### src/rtl/priority_arbiter8.sv
// rtl/priority_arbiter8.sv - 8-way request arbiter with fixed/round-robin priority and hold timeout

module priority_arbiter8 #(
  parameter int RR_EN    = 0,
  parameter int MAX_HOLD = 15
) (
  input  logic       clk,
  input  logic       rst_n,
  input  logic [7:0] req,
  output logic [7:0] grant,
  output logic [2:0] grant_id,
  output logic       grant_valid,
  output logic       timeout
);

  typedef enum logic [1:0] {
    IDLE = 2'd0,
    BUSY = 2'd1,
    GAP  = 2'd2
  } state_t;

  // Hold counter is zero-based, so the last permitted held cycle is MAX_HOLD-1.
  localparam logic [7:0] HOLD_LIM = 8'(MAX_HOLD - 1);

  state_t     state, state_n;
  logic [7:0] grant_n;
  logic [2:0] grant_id_n;
  logic       grant_valid_n;
  logic       timeout_n;
  logic [7:0] hold_cnt, hold_cnt_n;
  logic [7:0] mask, mask_n;
  logic [2:0] last_id, last_id_n;

  logic [7:0] eligible;
  logic       any_eligible;
  logic [2:0] winner;
  logic       found;
  logic [2:0] probe;

  // Winner search: lowest index in fixed mode, or first eligible after last_id in rotation mode.
  always_comb begin
    eligible     = req & ~mask;
    any_eligible = |eligible;
    winner       = 3'd0;
    found        = 1'b0;
    probe        = 3'd0;
    for (int k = 0; k < 8; k++) begin
      probe = (RR_EN != 0) ? (last_id + 3'(k + 1)) : 3'(k);
      if (!found && eligible[probe]) begin
        winner = probe;
        found  = 1'b1;
      end
    end
  end

  // Next-state and next-output logic; masks clear on any cycle the requester is low.
  always_comb begin
    state_n       = state;
    grant_n       = grant;
    grant_id_n    = grant_id;
    grant_valid_n = grant_valid;
    timeout_n     = 1'b0;
    hold_cnt_n    = hold_cnt;
    last_id_n     = last_id;
    mask_n        = mask & req;
    case (state)
      IDLE, GAP: begin
        // The GAP cycle itself is the dead cycle, so its exit edge may grant directly.
        if (any_eligible) begin
          state_n       = BUSY;
          grant_n       = 8'h01 << winner;
          grant_id_n    = winner;
          grant_valid_n = 1'b1;
          hold_cnt_n    = 8'd0;
          last_id_n     = winner;
        end else begin
          state_n = IDLE;
        end
      end
      BUSY: begin
        if (!req[grant_id]) begin
          state_n       = GAP;
          grant_n       = 8'h00;
          grant_id_n    = 3'd0;
          grant_valid_n = 1'b0;
        end else if (hold_cnt == HOLD_LIM) begin
          state_n          = GAP;
          grant_n          = 8'h00;
          grant_id_n       = 3'd0;
          grant_valid_n    = 1'b0;
          timeout_n        = 1'b1;
          mask_n[grant_id] = 1'b1;
        end else begin
          hold_cnt_n = hold_cnt + 8'd1;
        end
      end
      default: begin
        state_n       = IDLE;
        grant_n       = 8'h00;
        grant_id_n    = 3'd0;
        grant_valid_n = 1'b0;
      end
    endcase
  end

  // State and registered outputs; reset drops any grant without waiting for a clock.
  always_ff @(posedge clk or negedge rst_n) begin
    if (!rst_n) begin
      state       <= IDLE;
      grant       <= 8'h00;
      grant_id    <= 3'd0;
      grant_valid <= 1'b0;
      timeout     <= 1'b0;
      hold_cnt    <= 8'd0;
      mask        <= 8'h00;
      last_id     <= 3'd7;
    end else begin
      state       <= state_n;
      grant       <= grant_n;
      grant_id    <= grant_id_n;
      grant_valid <= grant_valid_n;
      timeout     <= timeout_n;
      hold_cnt    <= hold_cnt_n;
      mask        <= mask_n;
      last_id     <= last_id_n;
    end
  end

endmodule

### config.mk
export PLATFORM = sky130hd
export DESIGN_NAME = priority_arbiter8
export DESIGN_NICKNAME = d
export VERILOG_FILES = /design/src/rtl/priority_arbiter8.sv
export SDC_FILE = /design/constraint.sdc
export NUM_CORES = 1
export LEC_CHECK = 0
export ABC_AREA = 1
export ABC_CLOCK_PERIOD_IN_PS = 1400
export BUFFER_PORTS_ARGS = -buffer_cell sky130_fd_sc_hd__buf_2
export CORE_UTILIZATION = 51
export CTS_BUF_LIST = sky130_fd_sc_hd__clkbuf_4 sky130_fd_sc_hd__clkbuf_8 sky130_fd_sc_hd__clkbuf_16
export CTS_CLUSTER_SIZE = 20
export DETAILED_ROUTE_END_ITERATION = 8
export PLACE_DENSITY_LB_ADDON = 0.1
export SKIP_LAST_GASP = 1
export SLEW_MARGIN = 40
export SYNTH_ARGS = -nofsm -noshare
export SYNTH_HDL_FRONTEND = slang
export SYNTH_SLANG_ARGS = --single-unit
### constraint.sdc
create_clock -name clk -period 1.4 [get_ports clk]
set_input_delay 0.07 -clock clk [delete_from_list [all_inputs] [get_ports clk]]
set_output_delay 0.07 -clock clk [all_outputs]
set_load 0.01 [all_outputs]
==> metrics list <==
* Status: finished with violations
- The checks that failed: negative setup slack.
* Maximum capacitance violations: 0
- Delay-heaviest family, CP: simple AND/OR/NAND/NOR gates
- The count of nets left with antenna violations once routing finished came out at 0.
- Max rail drop VDD: 1.04 mV
- Width of the die: roughly 60 um
* Die Outline Area: about 3600 um^2
* # port buffers: 22
* Required time of the critical path: 1610 ps
- Share of the yosys chip area belonging to registers: 45.1%
- Net count reported at finish: between 300 and 400
- Peak Freq: 0.656 GHz
- The average instance in the mapped netlist occupies roughly 7.3 um^2.
- Flop and latch count out of synthesis: 31
- Half-perimeter wire length after placement: roughly 2900 um
* Total wire length: 4520 um
- Slew HR: roughly four fifths
* Post-Syn Area: ~1700 um^2
- Startpoint type of the worst setup path: flip-flop
- Slew of the pin with the lowest slew margin: 276 ps
- The cell sitting at the root of the clock tree is a clkbuf_4.
- Switching power share of the total: approximately 40%
* DRC violation total after the first TritonRoute iteration: 83
* Max Fanout on Critical Path: 9
- TritonCTS clock tree: done
* Number of standard-cell rows in the floorplan: 20
- No sink is reached through more buffers than the 2 on the longest clock path.
- Crit path cell chain: clkbuf_2 > nand4_1 > nand2_1 > nor2_2 > nand2_2 > buf_4 > nand3_4 > o22ai_1
- RSZ-0062 raised after global routing: yes
- Pre-CTS WS: -259 ps
- Final cell count without fillers: ~350
- Initial antenna violation count: 0
- Post-route DRC violation count: 0
- Length of the first detailed-routing pass in iterations: 4
* Global-route wire length before repair: around 7000 um
* Total global routing track utilization: a little over a quarter
- Via-to-Cell Ratio: 5.05
- Worst EP arrival: approximately 1700 ps
- The final critical path takes up 109% of the cycle.
- Cell count after placement: about 330
- Compared with the post-synthesis result, the final layout area differs by 39.2%.
* Post-route cell area: roughly 2400 um^2
- Sequential group share of total power: between 30 and 40%
* Largest stage delay, worst path: about 480 ps
- CTS clk-pin slew, worst paths: roughly 80 ps
* Total nets after synthesis: about 250
- Once routing completed, OpenROAD measured the worst setup slack at -125 ps.
- Average detailed-routed wire length per instance: 13.0 um
- After detailed placement, the total cell area comes to roughly 2100 um^2.
- Final Max Tran Viols: 0
- Proportion of power drawn by the clock network: around 15%
* Starting utilization of the core area: a little under three fifths
- CTS built an H-tree with a depth of 2.
- Skew final: between 5 and 6 ps
- Antenna diode instance count: 0
- The detailed router placed around 1800 vias in this run.
* Leftover overflow at the end of global routing: 0
* Number of setup violations in the final report: 30
- Chip Height: about 60 um
- The clock reaches the later pin of the worst-skew pair after between 300 and 400 ps.
- Final count of hold timing violations: 0
* Sinks on the clock net: 31
- The synthesized netlist contains 23 unique library cells.
- The design draws just over 0.003 W.
* Placeable core region: between 3000 and 4000 um^2
- Combinational cells account for 48.3% of the total power.
* Final min period: roughly 1500 ps
* Final weighted congestion in routability-driven placement: 0.827
- Leakage power: around 1.3 nW
- Of the cells placed in the final design, the portion with a size suffix greater than 1 is around a third.
- Total number of yosys warnings: 0
* Worst Setup End Kind: flip-flop
- Slowest cell on the critical path: dfrtp_2
- Gate count of the mapped netlist: 236
- Total power per unit cell area: approximately 1300 nW/um^2
- The setup path with the least slack is of type reg2reg.
- 23 I/O pins were placed.
- Hold Crit Class: in2reg
- Reported net switching power: about 0.0013 W
- Internal power: roughly 0.0018 W
* Worst path buffer plus inverter count: 2
- Number of global-route vias before repair: 1565
- Cts bufs inserted: 5
- Final hold analysis gives a worst-case slack of about 12 ps.
- Pin count of the biggest net entering global routing: 32
==> path summary, 6_finish.rpt <==
check | from | end | slack [ps] | cells past startpoint
max | grant_id[1]$_DFFE_PN0P_ | mask[2]$_DFF_PN0_ | -130 | 8
min | req[1] | mask[1]$_DFF_PN0_ | 10 | 3
min reg2reg | grant[6]$_DFFE_PN0P_ | grant[6]$_DFFE_PN0P_ | 470 | 2
max reg2reg | grant_id[1]$_DFFE_PN0P_ | mask[2]$_DFF_PN0_ | -130 | 8
max in group asynchronous | rst_n | grant_id[1]$_DFFE_PN0P_ | 1000 | 3
min in group asynchronous | rst_n | grant[3]$_DFFE_PN0P_ | 220 | 3
==> power groups by stage <==
stage / combinational [W] / clock [W] / sequential (W)
final: 0.00150 / 0.000474 / 0.00113
after global routing: 0.00163 / 0.000524 / 0.00115
after CTS: 0.00135 / 0.000488 / 0.00113
after detailed placement: 0.00109 / 0 / 0.00114
after global placement: 0.00107 / 0 / 0.00114
after floorplan: 0.000668 / 0 / 0.00115
==> cell usage after synthesis, drive strengths merged <==
cell	n	area, um^2
xnor2	1	8.76
inv	33	124
nand2	88	343
xor2	3	26.3
ha	2	25.0
o22ai	6	37.5
nand3	24	138
nor2	23	93.8
a21oi	1	5.00
nand4	10	62.6
or2	1	6.26
nor3	4	20.0
o21ai	4	20.0
dfrtp	31	776
buf	4	32.5
clkbuf	1	3.75
==> worst register-to-register path: cells and delay by family, from the launching register on <==
family	cells	cell delay, ps
compound gates	1	100
flops	1	480
simple gates	5	490
buf+inv	2	340
==> registers in the layout (all words and copies together), names as in the netlist <==
register / flops
hold_cnt: 8
timeout: 1
state: 2
mask: 8
grant_id: 3
grant: 8
grant_valid: 1
==> cell type report <==
class                      count  area (um^2)
tap                           44         55.1
inverter                      33          126
multi-input combinational    169          946
clock buffer                   6         45.0
timing repair buffer          65          445
sequential                    31          779
fill                         215          731
==> what timing repair did <==
action	4_1_cts	5_1_grt
endpoints found under the hold margin	32	0
pin swaps	5	1
setup endpoints to repair	30	30
setup buffers	7	4
hold buffers	2	0
gates resized for setup	17	19
cloned	2	0
==> cells by family after synthesis <==
| family | count (synthesis) | share of synthesized area (%) |
|---|---|---|
| AO/OA/AOI/OAI | 11 | 3.63 |
| XOR/XNOR | 4 | 2.04 |
| adder cells (fa/ha/maj) | 2 | 1.45 |
| buffers and inverters | 38 | 9.30 |
| flip-flops | 31 | 45.1 |
| AND/OR/NAND/NOR | 150 | 38.5 |
==> per-layer routing <==
metal	share of wire [%]	vias to the layer above	track usage, %
met4	2.5	0	9.63
met3	4.9	12	5.84
met2	48	54	41.0
met1	45	802	36.9
met5	0	-	0
li1	-	889	-
==> placed cells by master, fill, tap and decap left out, drive strengths merged <==
master       instances
o21ai                4
dlygate4sd3          2
or2                  1
nor3                 4
buf                 62
nor2                23
a21oi                1
xor2                 3
nand3               25
xnor2                1
dfrtp               31
inv                 33
ha                   2
nand4               10
o22ai                6
clkbuf               7
nand2               89
==> per-stage QoR <==
| stage | setup TNS, ps | util (%) |
|---|---|---|
| 5_1_grt | -4720 | 76.6 |
| 3_5_place_dp | -5530 | 67.0 |
| 4_1_cts | -1390 | 73.2 |
| 2_1_floorplan | -1340 | - |
| 3_3_place_gp | -4940 | 67.0 |
| 6_report | -2900 | 76.6 |
(Power assumes the default switching activity.)
